**config.mk**
```make
export PLATFORM = sky130hd
export DESIGN_NAME = apb_protocol_monitor_flat
export DESIGN_NICKNAME = d
export VERILOG_FILES = /design/src/rtl/apb_protocol_monitor_if.sv /design/src/rtl/apb_protocol_monitor.sv /design/src/flat_wrapper.sv
export SDC_FILE = /design/constraint.sdc
export NUM_CORES = 1
export LEC_CHECK = 0
export CORE_MARGIN = 4
export CORE_UTILIZATION = 35
export CTS_BUF_LIST = sky130_fd_sc_hd__clkbuf_4 sky130_fd_sc_hd__clkbuf_8 sky130_fd_sc_hd__clkbuf_16
export DETAILED_ROUTE_END_ITERATION = 7
export PLACE_DENSITY = 0.6
export SLEW_MARGIN = 20
export SYNTH_ARGS = -nofsm -noshare
export SYNTH_HDL_FRONTEND = slang
export SYNTH_SLANG_ARGS = --single-unit
```
**constraint.sdc**
```tcl
create_clock -name clk_i -period 5.25 [get_ports clk_i]
set_input_delay 1.575 -clock clk_i [delete_from_list [all_inputs] [get_ports clk_i]]
set_output_delay 1.575 -clock clk_i [all_outputs]
set_load 0.03 [all_outputs]
```
**src/rtl/apb_protocol_monitor_if.sv**
```systemverilog
// APB3 bus bundle observed by apb_protocol_monitor.
// The monitor modport is fully passive; master/slave are for whatever drives the bus.
interface apb_protocol_monitor_if #(
  parameter int unsigned ADDR_W = 8,
  parameter int unsigned DATA_W = 8
);
  logic              psel;
  logic              penable;
  logic              pwrite;
  logic [ADDR_W-1:0] paddr;
  logic [DATA_W-1:0] pwdata;
  logic [DATA_W-1:0] prdata;
  logic              pready;
  logic              pslverr;

  modport master (
    output psel, penable, pwrite, paddr, pwdata,
    input  prdata, pready, pslverr
  );

  modport slave (
    input  psel, penable, pwrite, paddr, pwdata,
    output prdata, pready, pslverr
  );

  modport monitor (
    input psel, penable, pwrite, paddr, pwdata, prdata, pready, pslverr
  );
endinterface

```
**src/rtl/apb_protocol_monitor.sv**
```systemverilog
// Passive APB3 protocol monitor: sticky violation flags, per-sample pulses and
// saturating completion/error statistics. Drives nothing on the bus.
module apb_protocol_monitor #(
  parameter int unsigned ADDR_W  = 8,
  parameter int unsigned DATA_W  = 8,
  parameter int unsigned TIMEOUT = 16,
  parameter int unsigned CNT_W   = 8
) (
  input  logic                  clk_i,
  input  logic                  reset_n,
  apb_protocol_monitor_if.monitor bus,
  input  logic                  clr_i,
  output logic [5:0]            err_o,
  output logic [5:0]            err_pulse_o,
  output logic                  xfer_done_o,
  output logic [CNT_W-1:0]      wr_cnt_o,
  output logic [CNT_W-1:0]      rd_cnt_o,
  output logic [CNT_W-1:0]      err_cnt_o
);

  localparam int unsigned WC_W = (TIMEOUT > 2) ? $clog2(TIMEOUT) : 1;
  localparam logic [WC_W-1:0] WC_MAX = WC_W'(TIMEOUT - 1);

  typedef enum logic [1:0] {IDLE, SETUP, ACCESS} state_e;

  state_e            state_q, state_d;
  logic [ADDR_W-1:0] cap_addr_q;
  logic [DATA_W-1:0] cap_wdata_q;
  logic              cap_write_q;
  logic [WC_W-1:0]   wait_cnt_q, wc_d;
  logic [5:0]        pulse_d;
  logic              done_d;
  logic              capture;
  logic              access_s;
  logic              mismatch;

  assign access_s = (state_q != IDLE) && bus.psel && bus.penable;
  assign mismatch = (bus.paddr != cap_addr_q) || (bus.pwrite != cap_write_q) ||
                    (cap_write_q && (bus.pwdata != cap_wdata_q));

  always_ff @(posedge clk_i or negedge reset_n) begin
    if (!reset_n) state_q <= IDLE;
    else          state_q <= state_d;
  end

  // The first enable sample after SETUP is itself an access sample and may complete.
  always_comb begin
    state_d = state_q;
    unique case (state_q)
      IDLE:    if (bus.psel && !bus.penable) state_d = SETUP;
      SETUP: begin
        if (!bus.psel)        state_d = IDLE;
        else if (bus.penable) state_d = bus.pready ? IDLE : ACCESS;
      end
      ACCESS: begin
        if (!bus.psel)         state_d = IDLE;
        else if (!bus.penable) state_d = SETUP;
        else if (bus.pready)   state_d = IDLE;
      end
      default: state_d = IDLE;
    endcase
  end

  always_comb begin
    pulse_d = '0;
    done_d  = 1'b0;
    capture = 1'b0;
    wc_d    = wait_cnt_q;
    unique case (state_q)
      IDLE: begin
        capture    = bus.psel && !bus.penable;
        pulse_d[1] = bus.psel && bus.penable;
      end
      SETUP: begin
        pulse_d[0] = !bus.psel || !bus.penable;
        capture    = bus.psel && !bus.penable;
        pulse_d[2] = access_s && mismatch;
      end
      ACCESS: begin
        pulse_d[5] = !bus.psel || !bus.penable;
        capture    = bus.psel && !bus.penable;
        pulse_d[2] = bus.psel && mismatch;
      end
      default: ;
    endcase
    if (access_s) begin
      if (bus.pready) begin
        done_d = 1'b1;
      end else begin
        wc_d       = (wait_cnt_q == WC_MAX) ? WC_MAX : wait_cnt_q + WC_W'(1);
        pulse_d[3] = (wc_d == WC_MAX) && (wait_cnt_q != WC_MAX);
      end
    end
    if (capture) wc_d = '0;
    pulse_d[4] = bus.pslverr && !(access_s && bus.pready);
  end

  function automatic logic [CNT_W-1:0] cnt_next(logic [CNT_W-1:0] cur, logic inc, logic clr);
    if (clr) return CNT_W'(inc);
    return (inc && (cur != '1)) ? cur + CNT_W'(1) : cur;
  endfunction

  always_ff @(posedge clk_i or negedge reset_n) begin
    if (!reset_n) begin
      cap_addr_q  <= '0;
      cap_wdata_q <= '0;
      cap_write_q <= 1'b0;
      wait_cnt_q  <= '0;
      err_o       <= '0;
      err_pulse_o <= '0;
      xfer_done_o <= 1'b0;
      wr_cnt_o    <= '0;
      rd_cnt_o    <= '0;
      err_cnt_o   <= '0;
    end else begin
      if (capture) begin
        cap_addr_q  <= bus.paddr;
        cap_wdata_q <= bus.pwdata;
        cap_write_q <= bus.pwrite;
      end
      wait_cnt_q  <= wc_d;
      err_pulse_o <= pulse_d;
      xfer_done_o <= done_d;
      err_o       <= (clr_i ? 6'b0 : err_o) | pulse_d;
      wr_cnt_o    <= cnt_next(wr_cnt_o, done_d && cap_write_q, clr_i);
      rd_cnt_o    <= cnt_next(rd_cnt_o, done_d && !cap_write_q, clr_i);
      err_cnt_o   <= cnt_next(err_cnt_o, |pulse_d, clr_i);
    end
  end

endmodule

```
**src/flat_wrapper.sv**
```systemverilog
// flat-port wrapper written by rule: the top's interface ports become plain ports
module apb_protocol_monitor_flat 
#(
  parameter int unsigned ADDR_W  = 8,
  parameter int unsigned DATA_W  = 8,
  parameter int unsigned TIMEOUT = 16,
  parameter int unsigned CNT_W   = 8
)
  (clk_i, reset_n, clr_i, err_o, err_pulse_o, xfer_done_o, wr_cnt_o, rd_cnt_o, err_cnt_o, bus_psel, bus_penable, bus_pwrite, bus_paddr, bus_pwdata, bus_prdata, bus_pready, bus_pslverr);
  apb_protocol_monitor_if #(.ADDR_W(ADDR_W), .DATA_W(DATA_W)) bus_i ();
  input  logic clk_i;
  input  logic reset_n;
  input  logic clr_i;
  output logic [5:0] err_o;
  output logic [5:0] err_pulse_o;
  output logic xfer_done_o;
  output logic [CNT_W-1:0] wr_cnt_o;
  output logic [CNT_W-1:0] rd_cnt_o;
  output logic [CNT_W-1:0] err_cnt_o;
  input wire logic [$bits(bus_i.psel)-1:0] bus_psel;
  input wire logic [$bits(bus_i.penable)-1:0] bus_penable;
  input wire logic [$bits(bus_i.pwrite)-1:0] bus_pwrite;
  input wire logic [$bits(bus_i.paddr)-1:0] bus_paddr;
  input wire logic [$bits(bus_i.pwdata)-1:0] bus_pwdata;
  input wire logic [$bits(bus_i.prdata)-1:0] bus_prdata;
  input wire logic [$bits(bus_i.pready)-1:0] bus_pready;
  input wire logic [$bits(bus_i.pslverr)-1:0] bus_pslverr;
  assign bus_i.psel = bus_psel;
  assign bus_i.penable = bus_penable;
  assign bus_i.pwrite = bus_pwrite;
  assign bus_i.paddr = bus_paddr;
  assign bus_i.pwdata = bus_pwdata;
  assign bus_i.prdata = bus_prdata;
  assign bus_i.pready = bus_pready;
  assign bus_i.pslverr = bus_pslverr;
  apb_protocol_monitor #(.ADDR_W(ADDR_W), .DATA_W(DATA_W), .TIMEOUT(TIMEOUT), .CNT_W(CNT_W)) u_core (.clk_i(clk_i), .reset_n(reset_n), .bus(bus_i), .clr_i(clr_i), .err_o(err_o), .err_pulse_o(err_pulse_o), .xfer_done_o(xfer_done_o), .wr_cnt_o(wr_cnt_o), .rd_cnt_o(rd_cnt_o), .err_cnt_o(err_cnt_o));
endmodule
```
### Yosys cells after proc, flatten, opt, wreduce, memory -nomap -nowiden

Index checks and enable logic that the tools add are counted.

* output and inout bits: 37
* flip-flop bits (word level): 60
* logic and storage cells: 95
* input port bits: 32

* multiplexer cells: 32
* eq/ne operators: 15
* reductions and logical operators: 32
* bitwise gates (word level): 1
* add/sub/neg operators: 4

Operators by type and width (number)
* $mux 8: 9
* $add 8x1->8 const B: 3
* $ne 8x8->1 const B: 3
* $mux 4: 4
* $ne 8x8->1: 2
* $logic_and 1x1->1: 15
* $mux 2: 7
* $reduce_bool 2->1: 5
* $mux 1: 9
* $eq 4x4->1 const B: 2
* $ne 4x4->1 const B: 2
* $mux 6: 1
* $or 6x6->6: 1
* $pmux 2 s3: 1
* $reduce_or 6->1: 1
* $add 4x1->4 const B: 1
* $logic_not 1->1: 4
* $ne 2x1->1 const B: 2
* $logic_or 1x1->1: 3
* $ne 3x3->1 const B: 1
* $reduce_and 3->1: 1
* $reduce_or 3->1: 1
* $eq 2x1->1 const B: 1
* $eq 2x2->1 const B: 1
* other kinds (4): 4

### Logic depth before layout (Yosys ltp)

Gate-level depths: netlist of run 1.

* word-level depth: 10
* gate-level depth with buffers: 10
* mapped depth without buffers: 9

### Worst setup path after synthesis of run 1

Ideal clock, no wire load.

* path kind: input to register
* from: in bus_penable
* to: reg u_core.err_cnt_o[5]
* data arrival time: 2.943 ns
* library setup time: 0.128 ns
* stages on the path: 8
* slack: 2.180 ns
* path through: nand4b_4 > inv_2 > a21o_1 > o211a_1 > a21o_1 > buf_6 > nor4_1 > mux2_1

* cells in the longest elaborated chain, start to end: 7
* elaborated cells between the ends (all ways): 16

Ends and longest elaborated chain
* from (decl): line flat_wrapper.sv:21 `input wire logic [$bits(bus_i.penable)-1:0] bus_penable;`
* branches (longest 4 deep; another with $pmux 1 s2)
* $reduce_or 6->1 (*): line apb_protocol_monitor.sv:127 `err_cnt_o <= cnt_next(err_cnt_o, |pulse_d, clr_i);`
* $logic_and 1x1->1 (*): line apb_protocol_monitor.sv:100 `return (inc && (cur != '1)) ? cur + CNT_W'(1) : cur;`
* $reduce_bool 2->1 (no line) (*)
* to (signal assigned): line apb_protocol_monitor.sv:127
* to (decl): line apb_protocol_monitor.sv:18 `output logic [CNT_W-1:0] err_cnt_o`

Mark *: on every way between the ends.
A chain may end at the register's enable or synchronous reset.

### Worst setup path in the final report of run 1

Same ends and word-level chain as after synthesis.

==> flow_metrics.tcl, run 1 <==
set metrics [dict create \
    status "complete, no violations" \
    setup_violations 0 \
    synth_ff_type "dfrtp_1" \
    die-height_um 99.42 \
    grt_antenna_before_repair 0 \
    holdWs_ps 477.5 \
    r2r_start "u_core.state_q[0]$_DFFE_PN0P_" \
    synth_warnings 0 \
    p_per_area_mw_per_mm2 367.2 \
    dpl.hpwl_um 4451 \
    synthCells 268 \
    min_path_type "register to register" \
    dieWidth_um 99.42 \
    n_antenna_cell 0 \
    ant_nets 0 \
    fin_skew_ps 7.957 \
    synth_top_family_by_area "simple AND/OR/NAND/NOR gates" \
    cts.sinks 60 \
    ys_async_sr_fraction_pct 100.0 \
    fmax_ghz 0.2838 \
    synth_cell_types 48 \
    switching_share_pct 33.59 \
    startpoint "bus_penable" \
    reg2reg_slack_ps 2760 \
    clk_pin_slew_ps 70 \
    grt.total_usage_pct 13.34 \
    cts_htree_levels 3 \
    die_area_mm2 0.009884 \
    power_switching_w 0.0004710 \
    hold_buffers 0 \
    synth_fa_ha_area_share_pct 3.422 \
    drtPass1Iterations 4 \
    yosys.area_share.simple_pct 15.74 \
    drive_gt1_share_pct 12.94 \
    insertion_delay_ps 340 \
    cts_root_buffer "clkbuf_8" \
    initialDrtViolationCount 97 \
    start_kind "primary input" \
    gp_congestion 0.8119 \
    r2r_end "u_core.err_cnt_o[5]$_DFFE_PN0P_" \
    synth_compound_area_share_pct 11.68 \
    grt_pass1_wl_um 10350 \
    grt_pass1_vias 2208 \
    p_leak_nw 1.647 \
    layout_min_cycle_time_ps 3524 \
    nets 375 \
    slew_violations 0 \
    maxCapViolCount 0 \
    r2r_cells 9 \
    avgSynthCellArea_um2 10.92 \
    yosys_register_bits 60 \
    gr-total-overflow 0 \
    tns_ps 0 \
    synth_edf_count 0 \
    cts_buffers 9 \
    core-area_mm2 0.008175 \
    crit_fanout 10 \
    slew_headroom_pct 54.68 \
    io_pins 69 \
    internal-power_w 0.0009312 \
    cts_resized 0 \
    drc_errors 0 \
    via_per_inst 5.007 \
    wire_per_inst_um 13.79 \
    p_comb_share_pct 30.3 \
    grt_max_degree 32 \
    critPathArrivalTime_ps 3740 \
    critPathCaptureType "register" \
    finalCritPeriodShare_pct 67.12 \
    rsz0062_at_grt "no" \
    row_count 33 \
    worst_slew_pin_slew_ps 679.9 \
    vias 2228 \
    clock_path_buffers 2 \
    path_class "primary input to register" \
    hold_violations 0 \
    synth_xor_area_share_pct 7.784 \
    nFillCells 780 \
    wirelength_um 6138 \
    start_util_pct 35.78 \
    crit_required_ps 5460 \
    crit_path_end "u_core.err_cnt_o[5]$_DFFE_PN0P_" \
    final_core_util_pct 46.71 \
    yosysSeqAreaShare_pct 51.33 \
    cts_tree "yes" \
    netlist_area_mm2 0.002925 \
    synth_nets 308 \
    synthMuxAreaShare_pct 7.613 \
    io_buffers 60 \
    ir_worst_vdd_v 0.0001367 \
    clkPwrFrac_pct 26.8 \
    p_seq_share_pct 42.9 \
    postCtsSetupBuffers 0 \
    syn2layout_area_growth_pct 30.54 \
]
[critical path, stage by stage]
cell and delay [ps]:
clkdlybuf4s50_1 540, nand4b_4 190, inv_2 80, a21o_1 170
o211a_1 210, a21o_1 280, nor4_1 330, mux2_1 360
[through the flow]
stage / cell area [µm²] / power, W / instances / worst slack, ps
after global placement: 3641 / 0.001025 / 429 / 1406
final: 3819 / 0.001402 / 445 / 1726
after global routing: 3819 / 0.001489 / 445 / 1590
after CTS: 3819 / 0.001421 / 445 / 1736
after floorplan: 2925 / 0.0008853 / 268 / 2180
after detailed placement: 3641 / 0.001037 / 429 / 1364
[synthesized netlist by cell type (2+ instances only)]
library cell | n | area (µm²)
nand2_1 | 14 | 52.55
clkbuf_1 | 6 | 22.52
o41ai_1 | 2 | 17.52
or3_1 | 2 | 12.51
and3_1 | 4 | 25.02
xor2_1 | 14 | 122.6
a31oi_1 | 4 | 25.02
or4_1 | 2 | 15.01
a311oi_1 | 2 | 17.52
inv_1 | 9 | 33.78
and2_1 | 3 | 18.77
a21oi_1 | 12 | 60.06
nor3_1 | 5 | 25.02
dfrtp_1 | 60 | 1501
nand3_1 | 12 | 60.06
mux2_2 | 17 | 191.4
mux2i_1 | 2 | 20.02
nor2b_1 | 2 | 12.51
xnor2_1 | 12 | 105.1
a21o_1 | 8 | 60.06
nor2_1 | 23 | 86.33
nand4_1 | 6 | 37.54
o31ai_1 | 2 | 15.01
o21ai_0 | 9 | 45.04
o211ai_1 | 3 | 22.52
ha_1 | 8 | 100.1
nor4_1 | 4 | 25.02
[cells by family after synthesis]
group           Yosys count
compound gates           51
xor+xnor                 26
fa+ha+maj                 8
buf+inv                  17
flops                    60
mux                      20
simple gates             86
[metal layers]
layer	part of all wire [%]	global-route usage, %	vias up
li1	-	-	1092
met1	44	16.52	1065
met2	47	21.23	58
met3	6.2	3.296	13
met4	2.5	7.563	0
met5	0	0	-
[sequential cells by signal (all words and copies together), names as in the netlist]
signal and flops:
u_core.wr_cnt_o 8, u_core.xfer_done_o 1, u_core.cap_wdata_q 8, u_core.err_o 6, u_core.wait_cnt_q 4, u_core.err_cnt_o 8, u_core.cap_addr_q 8, u_core.err_pulse_o 6
u_core.cap_write_q 1, u_core.rd_cnt_o 8, u_core.state_q 2
[cell type report]
| cell class | instances | area [µm²] | area share (%) |
|---|---|---|---|
| inverters | 10 | 37.54 | 0.9830 |
| clock inverters | 4 | 25.02 | 0.6553 |
| repair buffers | 63 | 618.1 | 16.19 |
| flip-flops and latches | 60 | 1501 | 39.32 |
| clock buffers | 12 | 152.6 | 3.997 |
| multi-input cells | 191 | 1353 | 35.42 |
| well taps | 105 | 131.4 | 3.440 |
[cell usage in the layout, fill, tap and decap left out, types with 10 or more instances in the layout]
| master | instances |
|---|---|
| clkdlybuf4s50_1 | 59 |
| nor2_1 | 23 |
| xor2_1 | 14 |
| xnor2_1 | 12 |
| nand3_1 | 12 |
| nand2_1 | 14 |
| a21oi_1 | 12 |
| clkbuf_8 | 10 |
| mux2_2 | 17 |
| dfrtp_1 | 60 |
[power groups by stage]
stage	logic, W	clock network (W)	registers (W)
2_1_floorplan	0.000217	0	0.000668
3_3_place_gp	0.000418	0	0.000608
3_5_place_dp	0.000426	0	0.000611
4_1_cts	0.000429	0.000388	0.000603
5_1_grt	0.000468	0.000408	0.000613
6_report	0.000426	0.000375	0.000601
[how the worst min path moves through the flow]
stage,depth (start not counted),endpoint,startpoint
after floorplan,1,u_core.wait_cnt_q[0]$_DFFE_PN0P_,u_core.wait_cnt_q[0]$_DFFE_PN0P_
after global placement,1,u_core.err_o[4]$_DFF_PN0_,u_core.err_o[4]$_DFF_PN0_
after detailed placement,1,u_core.err_o[1]$_DFF_PN0_,u_core.err_o[1]$_DFF_PN0_
after CTS,1,u_core.err_o[1]$_DFF_PN0_,u_core.err_o[1]$_DFF_PN0_
after global routing,1,u_core.err_o[3]$_DFF_PN0_,u_core.err_o[3]$_DFF_PN0_
final,1,u_core.err_o[1]$_DFF_PN0_,u_core.err_o[1]$_DFF_PN0_
(Power assumes the default switching activity.)
==> inputs of run 2 (changes only) <==
PLACE_DENSITY = 0.62   (was 0.6)
clock period = 3 ns   (was 5.25 ns; I/O delays follow)
==> flow_metrics.tcl, run 2 (synthesis results as in run 1) <==
set metrics [dict create \
    cts_buffers 9 \
    drc_errors 0 \
    placedInstanceArea_mm2 0.003731 \
    maxCapViolCount 0 \
    setup_violations 0 \
    clock_path_buffers 2 \
    critPathArrivalTime_ps 2930 \
    dieWidth_um 99.42 \
    insertion_delay_ps 330 \
    cts_root_buffer "clkbuf_8" \
    clk_pin_slew_ps 70 \
    io_buffers 60 \
    slew_headroom_pct 64.21 \
    startpoint "bus_penable" \
    fin_skew_ps 8.410 \
    grt.total_usage_pct 13.42 \
    drive_gt1_share_pct 15.91 \
    r2r_start "u_core.state_q[0]$_DFFE_PN0P_" \
    worst_slew_pin_slew_ps 534.8 \
    wirelength_um 6213 \
    die-height_um 99.42 \
    finalCritPeriodShare_pct 90.32 \
    rsz0062_at_grt "no" \
    final_common_cell "dfrtp_1" \
    drtPass1Iterations 4 \
    final_cell_mix "dfrtp_1 (60), clkdlybuf4s50_1 (59), nor2_1 (23)" \
    dp_slack_ps -67.33 \
    cts.sinks 60 \
    tns_ps 0 \
    cts_htree_levels 3 \
    syn2layout_area_growth_pct 34.43 \
    hold_buffers 0 \
    ir_worst_vdd_v 0.0004180 \
    grt_antenna_before_repair 0 \
    start_kind "primary input" \
    path_class "primary input to register" \
    n_antenna_cell 0 \
    postCtsSetupBuffers 0 \
    crit_fanout 7 \
    critPathCaptureType "register" \
    nets 387 \
    power_w 0.002552 \
    gr-total-overflow 0 \
    die_area_mm2 0.009884 \
    core-area_mm2 0.008175 \
    stdcell_area_mm2 0.003933 \
    vias 2253 \
    via_per_inst 4.930 \
    row_count 33 \
    initialDrtViolationCount 45 \
    stdcell_count 457 \
    status "complete, no violations" \
    hold_violations 0 \
    cts_tree "yes" \
    crit_required_ps 3220 \
    io_pins 69 \
    dpl.hpwl_um 4692 \
    ant_nets 0 \
    slew_violations 0 \
    worst_slack_ps 290.5 \
    start_util_pct 35.78 \
    p_per_area_mw_per_mm2 649.1 \
    p_leak_nw 1.727 \
    nFillCells 792 \
    min_path_type "register to register" \
    wire_per_inst_um 13.60 \
    min_from "u_core.err_o[5]$_DFF_PN0_" \
    grt_max_degree 25 \
    grt_pass1_vias 2221 \
    cts_resized 0 \
    dpl.cell_count 441 \
    grt_pass1_wl_um 10490 \
    gp_congestion 0.8264 \
    fmax_ghz 0.3691 \
    layout_min_cycle_time_ps 2710 \
]
run 2: cell types whose count changed in the layout (fill, tap and decap cells not counted), sizes merged:
cell and change:
clkinvlp -2, buf +12, clkinv +2, bufinv +1, clkbuf -1
run 2: area by class of cell:
cell class,instances,area [µm²],area share [%]
Sequential cell,60,1501,38.18
Timing Repair Buffer,75,708.2,18.01
Inverter,10,37.54,0.9545
Multi-Input combinational cell,191,1353,34.39
Tap cell,105,131.4,3.341
Clock inverter,5,50.05,1.273
Clock buffer,11,151.4,3.850
run 2: critical path, cell delays in order:
cell	delay [ps]
clkdlybuf4s50_1	620
nand2_1	120
a21o_1	190
o211a_1	220
a21o_1	260
nor4_1	280
mux2_1	350
run 2: path summary, 6_finish.rpt:
check,cells after the start,end,slack [ps]
min reg2reg,1,u_core.err_o[5]$_DFF_PN0_,480
min in group asynchronous,1,u_core.state_q[1]$_DFFE_PN0P_,530
min,1,u_core.err_o[5]$_DFF_PN0_,480
max reg2reg,9,u_core.err_cnt_o[5]$_DFFE_PN0P_,670
max in group asynchronous,2,u_core.err_cnt_o[1]$_DFFE_PN0P_,1810
max,7,u_core.err_cnt_o[5]$_DFFE_PN0P_,290
run 2: layer usage:
layer	wire (µm)	track usage [%]	up-vias	part of all wire (%)
met3	263	3.787	9	4.2
met1	2874	16.41	1071	46
met2	2979	22.52	48	48
met4	96	5.042	0	1.5
met5	0	0	-	0
li1	-	-	1125	-
run 2: report_power, final:
part | internal [W] | leakage, nW | switching [W]
registers | 0.000946 | 0.780 | 0.000105
logic | 0.000368 | 0.837 | 0.000399
clock network | 0.000423 | 0.109 | 0.000311
total | 0.00174 | 1.73 | 0.000815
run 2: stage by stage:
stage | utilization [%] | hold WS (ps)
floorplan | - | 491.3
global placement | 45.64 | 466.1
detailed placement | 45.64 | 472.5
CTS | 48.10 | 487.3
global route | 48.10 | 498.7
finish | 48.10 | 476.9
==> inputs of run 3 (changes only) <==
CTS_BUF_LIST = unset   (was sky130_fd_sc_hd__clkbuf_4 sky130_fd_sc_hd__clkbuf_8 sky130_fd_sc_hd__clkbuf_16)
==> results of run 3 <==
Final layout, timing and power as in run 2 (identical DEF).
